==> src/rtl/move_link_tx.sv <==
// rtl/move_link_tx.sv - reliable move sender: move FIFO, tx trigger, ACK wait, timed retransmit, sticky failure
module move_link_tx #(
    parameter int                 PKT_LEN     = 8,
    parameter int                 DEPTH       = 4,
    parameter int                 BYTE_CLKS   = 67_710,
    parameter int                 ACK_TIMEOUT = 6_500_000,
    parameter int                 MAX_RETRY   = 3,
    parameter logic [PKT_LEN-1:0] ACK_BYTE    = 8'hAA
) (
    input  logic               clk_in,
    input  logic               rst_in,
    input  logic               move_valid_in,
    input  logic [PKT_LEN-1:0] move_in,
    input  logic               rx_ready_in,
    input  logic [PKT_LEN-1:0] rx_data_in,
    output logic               trigger_out,
    output logic [PKT_LEN-1:0] data_out,
    output logic               busy_out,
    output logic               full_out,
    output logic               overflow_out,
    output logic               link_fail_out,
    output logic [1:0]         retry_count_out
);

    localparam int AW   = $clog2(DEPTH);
    localparam int CW   = $clog2(DEPTH + 1);
    localparam int TMAX = (BYTE_CLKS > ACK_TIMEOUT) ? BYTE_CLKS : ACK_TIMEOUT;
    localparam int TW   = $clog2(TMAX + 1);
    localparam logic [TW-1:0] TX_LOAD  = TW'(BYTE_CLKS - 1);
    localparam logic [TW-1:0] ACK_LOAD = TW'(ACK_TIMEOUT - 1);
    localparam logic [1:0]    MAX_R    = 2'(MAX_RETRY);
    localparam logic [CW-1:0] FULL_CNT = CW'(DEPTH);

    typedef enum logic [2:0] {IDLE, SEND, WAIT_TX, WAIT_ACK, FAIL} state_t;

    state_t             state;
    logic [PKT_LEN-1:0] mem [DEPTH];
    logic [AW-1:0]      wr_ptr;
    logic [AW-1:0]      rd_ptr;
    logic [CW-1:0]      count;
    logic [TW-1:0]      tx_timer;
    logic [TW-1:0]      ack_timer;
    logic [1:0]         retry;
    logic               push;
    logic               pop;

    assign full_out        = (count == FULL_CNT);
    assign push            = move_valid_in && !full_out;
    assign pop             = (state == WAIT_ACK) && rx_ready_in && (rx_data_in == ACK_BYTE);
    assign busy_out        = (state != IDLE) || (count != '0);
    // Gate on empty so stale storage never leaks out after reset.
    assign data_out        = (count != '0) ? mem[rd_ptr] : '0;
    assign retry_count_out = retry;

    always_ff @(posedge clk_in) begin
        if (push) begin
            mem[wr_ptr] <= move_in;
        end
    end

    always_ff @(posedge clk_in) begin
        if (rst_in) begin
            wr_ptr       <= '0;
            rd_ptr       <= '0;
            count        <= '0;
            overflow_out <= 1'b0;
        end else begin
            if (push) begin
                wr_ptr <= wr_ptr + 1'b1;
            end
            if (pop) begin
                rd_ptr <= rd_ptr + 1'b1;
            end
            if (push && !pop) begin
                count <= count + 1'b1;
            end else if (pop && !push) begin
                count <= count - 1'b1;
            end
            if (move_valid_in && full_out) begin
                overflow_out <= 1'b1;
            end
        end
    end

    always_ff @(posedge clk_in) begin
        if (rst_in) begin
            state         <= IDLE;
            tx_timer      <= '0;
            ack_timer     <= '0;
            retry         <= '0;
            trigger_out   <= 1'b0;
            link_fail_out <= 1'b0;
        end else begin
            trigger_out <= 1'b0;
            case (state)
                IDLE: begin
                    if (count != '0) begin
                        state       <= SEND;
                        trigger_out <= 1'b1;
                    end
                end
                SEND: begin
                    tx_timer <= TX_LOAD;
                    state    <= WAIT_TX;
                end
                WAIT_TX: begin
                    if (tx_timer == '0) begin
                        ack_timer <= ACK_LOAD;
                        state     <= WAIT_ACK;
                    end else begin
                        tx_timer <= tx_timer - 1'b1;
                    end
                end
                WAIT_ACK: begin
                    // An ACK arriving on the expiry cycle still counts.
                    if (pop) begin
                        retry <= '0;
                        state <= IDLE;
                    end else if (ack_timer == '0) begin
                        if (retry < MAX_R) begin
                            retry       <= retry + 1'b1;
                            state       <= SEND;
                            trigger_out <= 1'b1;
                        end else begin
                            state         <= FAIL;
                            link_fail_out <= 1'b1;
                        end
                    end else begin
                        ack_timer <= ack_timer - 1'b1;
                    end
                end
                FAIL: begin
                    link_fail_out <= 1'b1;
                end
                default: begin
                    state <= IDLE;
                end
            endcase
        end
    end

endmodule

==> config.mk <==
export PLATFORM = sky130hd
export DESIGN_NAME = move_link_tx
export DESIGN_NICKNAME = d
export VERILOG_FILES = /design/src/rtl/move_link_tx.sv
export SDC_FILE = /design/constraint.sdc
export NUM_CORES = 1
export LEC_CHECK = 0
export CORE_MARGIN = 2
export CORE_UTILIZATION = 65
export CTS_CLUSTER_DIAMETER = 50
export DETAILED_ROUTE_END_ITERATION = 8
export DONT_BUFFER_PORTS = 1
export PLACE_DENSITY_LB_ADDON = 0.2
export SLEW_MARGIN = 25
export SYNTH_ARGS = -nofsm -noshare
export SYNTH_HDL_FRONTEND = slang
export SYNTH_SLANG_ARGS = --single-unit
==> constraint.sdc <==
create_clock -name clk_in -period 4.8 [get_ports clk_in]
set_input_delay 0.48 -clock clk_in [delete_from_list [all_inputs] [get_ports clk_in]]
set_output_delay 0.48 -clock clk_in [all_outputs]
set_load 0.005 [all_outputs]
==> results_tabular.tex, run 1 <==
\begin{tabular}{lr}
\hline
Metric & Value \\
\hline
\multicolumn{2}{l}{\textbf{Floorplan}} \\
Die Height & about 88 um \\
Die outline area & 7712 um\^{}2 \\
Total I/O pin count & 35 \\
FP Rows & 30 \\
Effective utilization at floorplan & 0.6722 \\
Chip Width & between 80 and 90 um \\
Floorplan core area & 6794 um\^{}2 \\
\multicolumn{2}{l}{\textbf{GRT}} \\
Global-route met3 utilization & 0.07163 \\
Met1 track utilization from global routing & 0.3425 \\
Initial antenna violation count & 1 \\
Busiest metal layer after global routing & met2 \\
Pin count of the biggest net entering global routing & 42 \\
Met2 Resource Use GR & 0.4291 \\
First-pass GRT wire length & 15.50 mm \\
Combined global-route utilization of all metal layers & 0.2613 \\
GR Overflow Total & 0 \\
Vias in the first global route & $\sim$3,200 \\
\multicolumn{2}{l}{\textbf{CTS}} \\
Setup bufs post-CTS & 0 \\
Number of gates resized after cts & 0 \\
Number of buffers created by CTS & 9 \\
Clock-pin transition on the worst setup and hold timing paths & roughly 90 ps \\
Total of hold buffers inserted after clock tree synthesis & 0 \\
CTS root buf & clkbuf\_8 \\
Clock Sink Count & 95 \\
Htree depth & 3 \\
Worst skew pair latency & 360 ps \\
Clock tree from TritonCTS & built \\
Deepest clock path buffer count & 2 \\
\multicolumn{2}{l}{\textbf{Cells and area}} \\
Final std cells w/o fill & around 530 \\
Proportion of layout cells with a drive suffix above 1 & 0.1057 \\
Final Util & 0.7083 \\
Layout area overhead & 5.370\% \\
Fin nets & between 400 and 500 \\
Combined area of the multi-input logic cells & approximately 2200 um\^{}2 \\
Sequential Area & 2222 um\^{}2 \\
Fill cells & 487 \\
\multicolumn{2}{l}{\textbf{Outcome}} \\
Result of the run & completed \\
\multicolumn{2}{l}{\textbf{Pwr}} \\
Leak & 1.660 nW \\
IR Drop Worst-Case VDD & $\sim$0.49 mV \\
Power density normalized to cell area & 692.2 nW/um\^{}2 \\
PnR Total Power & 3.331 mW \\
\multicolumn{2}{l}{\textbf{Synthesis}} \\
Register bit count reported by yosys & 95 \\
Largest cells by area after synthesis & dfxtp\_1, edfxtp\_1, mux4\_2, a21oi\_1, nor2\_1 \\
Net Count, Synth & 467 \\
Ranking of synthesized cells by instance count & dfxtp\_1, nor2\_1, a21oi\_1 \\
Most used standard cell by instance count after synthesis & dfxtp\_1 \\
Share of flip-flops with an asynchronous set or reset & 0 \\
Most used DFF post-synth & dfxtp\_1 \\
Top cell type's share of synthesized area & 0.2762 \\
Number of standard cells after synthesis & $\sim$440 \\
Mean instance size in the synthesized netlist & 10.45 um\^{}2 \\
Sequential fraction of the synthesis area & 0.4866 \\
Yosys cell types & 64 \\
Cell type contributing the most total cell area after synthesis & dfxtp\_1 \\
Total number of yosys warnings & 0 \\
Number of flops mapped to enable cells by yosys & 32 \\
Cell Area, Synth & between 4000 and 5000 um\^{}2 \\
\multicolumn{2}{l}{\textbf{Setup path}} \\
Critical path class & reg2reg \\
Length in cells of the worst reg-to-reg path & 9 \\
Crit path arrival time & 3000 ps \\
Crit path required time & 5100 ps \\
Worst setup endpoint & count[2] \\
CP startpoint & state[1] \\
Crit path max fanout & 11 \\
Startpoint of the worst-slack reg-to-reg timing path & state[1] \\
Capture point of the worst reg-to-reg path & count[2] \\
Startpoint type of the worst setup path & register \\
Category of the worst setup path capture point & register \\
Setup slack on the worst flop-to-flop path & 2100 ps \\
\multicolumn{2}{l}{\textbf{Route}} \\
Routed wire per std cell & 17.47 um \\
Final Routed Wirelength & 9.294 mm \\
Count of TritonRoute iterations in the first routing pass & 4 \\
Number of vias in the routed layout & 3,400 \\
Antenna violation net count after detailed routing & 0 \\
DR DRC count & 0 \\
Detailed Route Iter0 Violations & 280 \\
Drt via density & between 6 and 7 \\
\multicolumn{2}{l}{\textbf{Place}} \\
Sum of net half-perimeters after detailed placement & between 6 and 7 mm \\
GP Congestion & 0.8230 \\
Input/output buffers & 0 \\
Placed insts & 516 \\
\multicolumn{2}{l}{\textbf{STA}} \\
Maximum clock frequency & approximately 370 MHz \\
Total negative slack for setup checks & 0 ps \\
Worst max-slew margin expressed relative to the limit & 0.4865 \\
Final period demand of the worst path & around 2700 ps \\
Setup violation total in the final timing report & 0 \\
Slew Limit Fails & 0 \\
Final hold viol count & 0 \\
RSZ-0062 raised after global routing & no \\
Tightest Pin Transition & 765.7 ps \\
Final cycle utilization of the critical path & 0.5617 \\
Worst Clk Skew & between 5 and 6 ps \\
\multicolumn{2}{l}{\textbf{Worst hold path}} \\
Class of the most critical hold timing path & in2reg \\
\multicolumn{2}{l}{\textbf{Run}} \\
Number of maximum-capacitance constraint violations & 0 \\
\hline
\end{tabular}
-- cells in the final DEF (no fill, tap or decap), types with 5 or more instances in the layout --
master    Yosys  routed
a21oi_1      33      33
a31oi_1      10      10
and2_1        5       5
and3_1        5       5
clkbuf_8      0       9
dfxtp_1      63      63
edfxtp_1     32      32
ha_1          9       9
inv_1        13      13
mux2i_1       6       6
mux4_2        8       8
nand2_1      18      18
nand3_1       8       8
nand3b_1      7       7
nor2_1       34      34
nor2b_1      10      10
nor3_1       12      12
nor4_1       11      11
o21ai_0      11      11
o31ai_1       9       9
or2_2         5       5
or3_1        17      17
or4_1        13      13
xnor2_1      13      13
xor2_1        6       6
-- registers in the layout, indices dropped and copies added, names as in the netlist, named ones only --
register,cells
mem,32
ack_timer,23
tx_timer,23
count,3
state,3
rd_ptr,2
retry_count_out,2
wr_ptr,2
link_fail_out,1
overflow_out,1
trigger_out,1
-- worst max-delay path, stage by stage (launching register included) --
cell and delay [ps]:
dfxtp_1 540, nand3b_1 260, nor4_1 630, inv_1 190, ha_1 260, inv_1 70, fa_1 170, xor2_1 70
or3_1 310, a21oi_1 130
-- layer usage --
| metal | wire, um | up-vias |
|---|---|---|
| met5 | 0 | - |
| met4 | 123 | 0 |
| met3 | 455 | 15 |
| met2 | 4548 | 84 |
| met1 | 4167 | 1661 |
| li1 | - | 1640 |
-- power by group --
| group | internal (mW) | switching [mW] |
|---|---|---|
| logic | 0.564 | 1.06 |
| clock network | 0.236 | 0.275 |
| registers | 1.00 | 0.191 |
| total | 1.80 | 1.53 |
-- cell families after synthesis --
logic type	Yosys count	synth area share
compound gates	95	0.1370
xor+xnor	19	0.03644
fa+ha+maj	10	0.02904
buf+inv	31	0.02877
flops	95	0.4866
mux	14	0.05260
simple gates	173	0.2296
-- through the flow --
stage | worst slack [ps] | instance area (um^2) | hold slack (ps)
4_1_cts | 2093 | 4798 | 159.1
2_1_floorplan | 2366 | 4567 | 443.3
3_3_place_gp | 2227 | 4612 | 459.8
3_5_place_dp | 2138 | 4612 | 474.0
6_report | 2104 | 4812 | 180.7
5_1_grt | 1836 | 4812 | 156.9
-- worst min path at each step --
stage                            start      endpoint  cells after the start
after CTS                       rst_in  tx_timer[16]                      1
after detailed placement  tx_timer[21]  tx_timer[21]                      2
final                           rst_in   tx_timer[1]                      1
after floorplan           tx_timer[21]  tx_timer[21]                      2
after global placement    tx_timer[21]  tx_timer[21]                      2
after global routing            rst_in  overflow_out                      1
-- layout make-up --
class,instances,area share
Inverter,13,0.01014
Timing Repair Buffer,1,0.001560
Clock inverter,6,0.01300
Sequential cell,95,0.4618
Clock buffer,9,0.02574
Antenna cell,1,0.0005200
Multi-Input combinational cell,311,0.4623
Tap cell,96,0.02496
Power figures use the tool's default switching activity.
==> run 2, diff against run 1 <==
Settings changed: ABC_AREA set to 1, CORE_UTILIZATION 65 to 58.
Clock period 4.8 ns to 2.2 ns, I/O delays scaled along.
==> results_tabular.tex, run 2 <==
\begin{tabular}{lr}
\hline
Metric & Value \\
\hline
\multicolumn{2}{l}{\textbf{Floorplan}} \\
Die outline area & roughly 10000 um\^{}2 \\
Die Height & 99.89 um \\
Total I/O pin count & 35 \\
FP Rows & 34 \\
Floorplan core area & roughly 8800 um\^{}2 \\
Effective utilization at floorplan & 0.6056 \\
Chip Width & 99.89 um \\
\multicolumn{2}{l}{\textbf{CTS}} \\
Setup bufs post-CTS & 0 \\
Clock tree from TritonCTS & built \\
Clock Sink Count & 95 \\
Clock-pin transition on the worst setup and hold timing paths & about 110 ps \\
Deepest clock path buffer count & 2 \\
Worst skew pair latency & 370 ps \\
Total of hold buffers inserted after clock tree synthesis & 10 \\
Htree depth & 3 \\
CTS root buf & clkbuf\_8 \\
Number of buffers created by CTS & 9 \\
Number of gates resized after cts & 0 \\
\multicolumn{2}{l}{\textbf{Cells and area}} \\
Max reg flops & 32 \\
Proportion of layout cells with a drive suffix above 1 & 0.08511 \\
Most used cells in the layout excluding fill and tap cells & nand2\_1, nor2\_1, inv\_1, dfxtp\_1, a21oi\_1 \\
Most common cell after layout, fill and taps aside & nand2\_1 \\
Register with the most flip-flops & mem \\
Fin nets & around 800 \\
Fill cells & between 700 and 800 \\
Top Registers & mem (32), ack\_timer (23), tx\_timer (23) \\
Layout area overhead & 6.969\% \\
\multicolumn{2}{l}{\textbf{Setup path}} \\
Critical path class & reg2reg \\
Startpoint type of the worst setup path & register \\
Crit path arrival time & 2260 ps \\
Category of the worst setup path capture point & register \\
Crit path required time & 2470 ps \\
Crit path max fanout & 4 \\
\multicolumn{2}{l}{\textbf{GRT}} \\
Combined global-route utilization of all metal layers & 0.2480 \\
Pin count of the biggest net entering global routing & 46 \\
Met2 Resource Use GR & 0.4324 \\
Busiest metal layer after global routing & met2 \\
First-pass GRT wire length & about 20 mm \\
GR Overflow Total & 0 \\
Vias in the first global route & roughly 4,500 \\
Initial antenna violation count & 0 \\
Global-route met3 utilization & 0.03064 \\
Met1 track utilization from global routing & 0.3140 \\
\multicolumn{2}{l}{\textbf{Synthesis}} \\
Cell type contributing the most total cell area after synthesis & dfxtp\_1 \\
Mean instance size in the synthesized netlist & 7.255 um\^{}2 \\
Total number of yosys warnings & 0 \\
Number of flops mapped to enable cells by yosys & 32 \\
Net Count, Synth & 765 \\
Number of standard cells after synthesis & 735 \\
Largest cells by area after synthesis & dfxtp\_1, edfxtp\_1, nand2\_1, nor2\_1, a21oi\_1 \\
Sequential fraction of the synthesis area & 0.4167 \\
Most used standard cell by instance count after synthesis & nand2\_1 \\
Ranking of synthesized cells by instance count & nand2\_1, nor2\_1, inv\_1 \\
Most used DFF post-synth & dfxtp\_1 \\
Cell Area, Synth & 5333 um\^{}2 \\
Share of flip-flops with an asynchronous set or reset & 0 \\
Register bit count reported by yosys & 95 \\
Yosys cell types & 43 \\
Top cell type's share of synthesized area & 0.2365 \\
\multicolumn{2}{l}{\textbf{STA}} \\
Worst max-slew margin expressed relative to the limit & 0.6662 \\
Tightest Pin Transition & 500.2 ps \\
Worst Clk Skew & 10.80 ps \\
Final period demand of the worst path & about 2000 ps \\
Final hold viol count & 0 \\
Total negative slack for setup checks & 0 ps \\
Final cycle utilization of the critical path & 0.9054 \\
Slew Limit Fails & 0 \\
RSZ-0062 raised after global routing & no \\
Smallest setup slack after layout & roughly 210 ps \\
Maximum clock frequency & 502.1 MHz \\
Setup violation total in the final timing report & 0 \\
\multicolumn{2}{l}{\textbf{Pwr}} \\
Power density normalized to cell area & 1426 nW/um\^{}2 \\
PnR Total Power & approximately 8.1 mW \\
Part of the power in combinational logic & 0.562 \\
Flop pwr share & 0.300 \\
Sw frac & 0.4956 \\
Relative contribution of the clock network to total power & 0.138 \\
Internal Power & 4.102 mW \\
Leak & 2.407 nW \\
Total net switching power & 4.030 mW \\
IR Drop Worst-Case VDD & 0.9009 mV \\
\multicolumn{2}{l}{\textbf{Outcome}} \\
Result of the run & completed \\
\multicolumn{2}{l}{\textbf{Route}} \\
Drt via density & 5.549 \\
DR DRC count & 0 \\
Number of vias in the routed layout & between 4,000 and 5,000 \\
Final Routed Wirelength & 12.09 mm \\
Antenna violation net count after detailed routing & 0 \\
Detailed Route Iter0 Violations & $\sim$220 \\
Routed wire per std cell & 14.04 um \\
Count of TritonRoute iterations in the first routing pass & 5 \\
\multicolumn{2}{l}{\textbf{Place}} \\
Worst setup slack before clock tree synthesis & about 240 ps \\
Sum of net half-perimeters after detailed placement & between 8 and 9 mm \\
Input/output buffers & 0 \\
GP Congestion & between 0.8 and 0.9 \\
\multicolumn{2}{l}{\textbf{Worst hold path}} \\
Class of the most critical hold timing path & in2reg \\
\multicolumn{2}{l}{\textbf{Run}} \\
Number of maximum-capacitance constraint violations & 0 \\
\hline
\end{tabular}
## run 2: critical path: stages, from the launching register on
cell and delay (ps):
dfxtp_1 440, nor3_1 110, nor2_1 230, ha_1 200, inv_1 70, fa_1 380
a21oi_1 140, o21ai_0 110, o21ai_0 160, a21oi_1 50
## run 2: metrics by stage
step | cells | util | hold WS (ps) | instance area [um^2]
after detailed placement | 834 | 0.6140 | 300.5 | 5406
after CTS | 860 | 0.6475 | 108.0 | 5702
final | 861 | 0.6478 | 120.0 | 5704
after global routing | 860 | 0.6475 | 155.6 | 5702
after floorplan | 735 | - | 318.9 | 5333
after global placement | 834 | 0.6140 | 298.8 | 5406
## run 2: kinds of logic after synthesis
kind of cell             share of synthesized area
buffers and inverters                      0.08024
AND/OR/NAND/NOR                             0.3651
flip-flops                                  0.4167
adder cells (fa/ha/maj)                    0.02487
AO/OA/AOI/OAI                              0.09174
XOR/XNOR                                   0.02135
## run 2: path summary, 6_finish.rpt
path | cells past startpoint | startpoint | slack, ps | end
worst max-delay path | 9 | count[0] | 210 | count[2]
worst min-delay path | 3 | move_valid_in | 120 | wr_ptr[0]
worst max register to register | 9 | count[0] | 210 | count[2]
worst min register to register | 2 | overflow_out | 490 | overflow_out
## run 2: power groups by stage
stage / registers [mW] / clock network, mW / logic, mW
after CTS: 2.43 / 1.15 / 4.54
after detailed placement: 2.47 / 0 / 4.47
final: 2.44 / 1.12 / 4.57
after global placement: 2.46 / 0 / 4.35
after floorplan: 2.40 / 0 / 3.79
after global routing: 2.48 / 1.22 / 5.17
## run 2: area by class of cell
cell class | instances | area [um^2] | area share
multi-input combinational | 546 | 2683 | 0.4703
antenna | 1 | 2.502 | 0.0004387
sequential | 95 | 2222 | 0.3896
clock inverter | 7 | 61.31 | 0.01075
timing repair buffer | 22 | 200.2 | 0.03510
inverter | 73 | 276.5 | 0.04848
clock buffer | 9 | 123.9 | 0.02172
tap | 108 | 135.1 | 0.02369
## run 2: routing by layer
| layer | vias up | wire [um] |
|---|---|---|
| met1 | 2233 | 5344 |
| met5 | - | 0 |
| met3 | 15 | 601 |
| met4 | 0 | 190 |
| met2 | 121 | 5953 |
| li1 | 2409 | - |
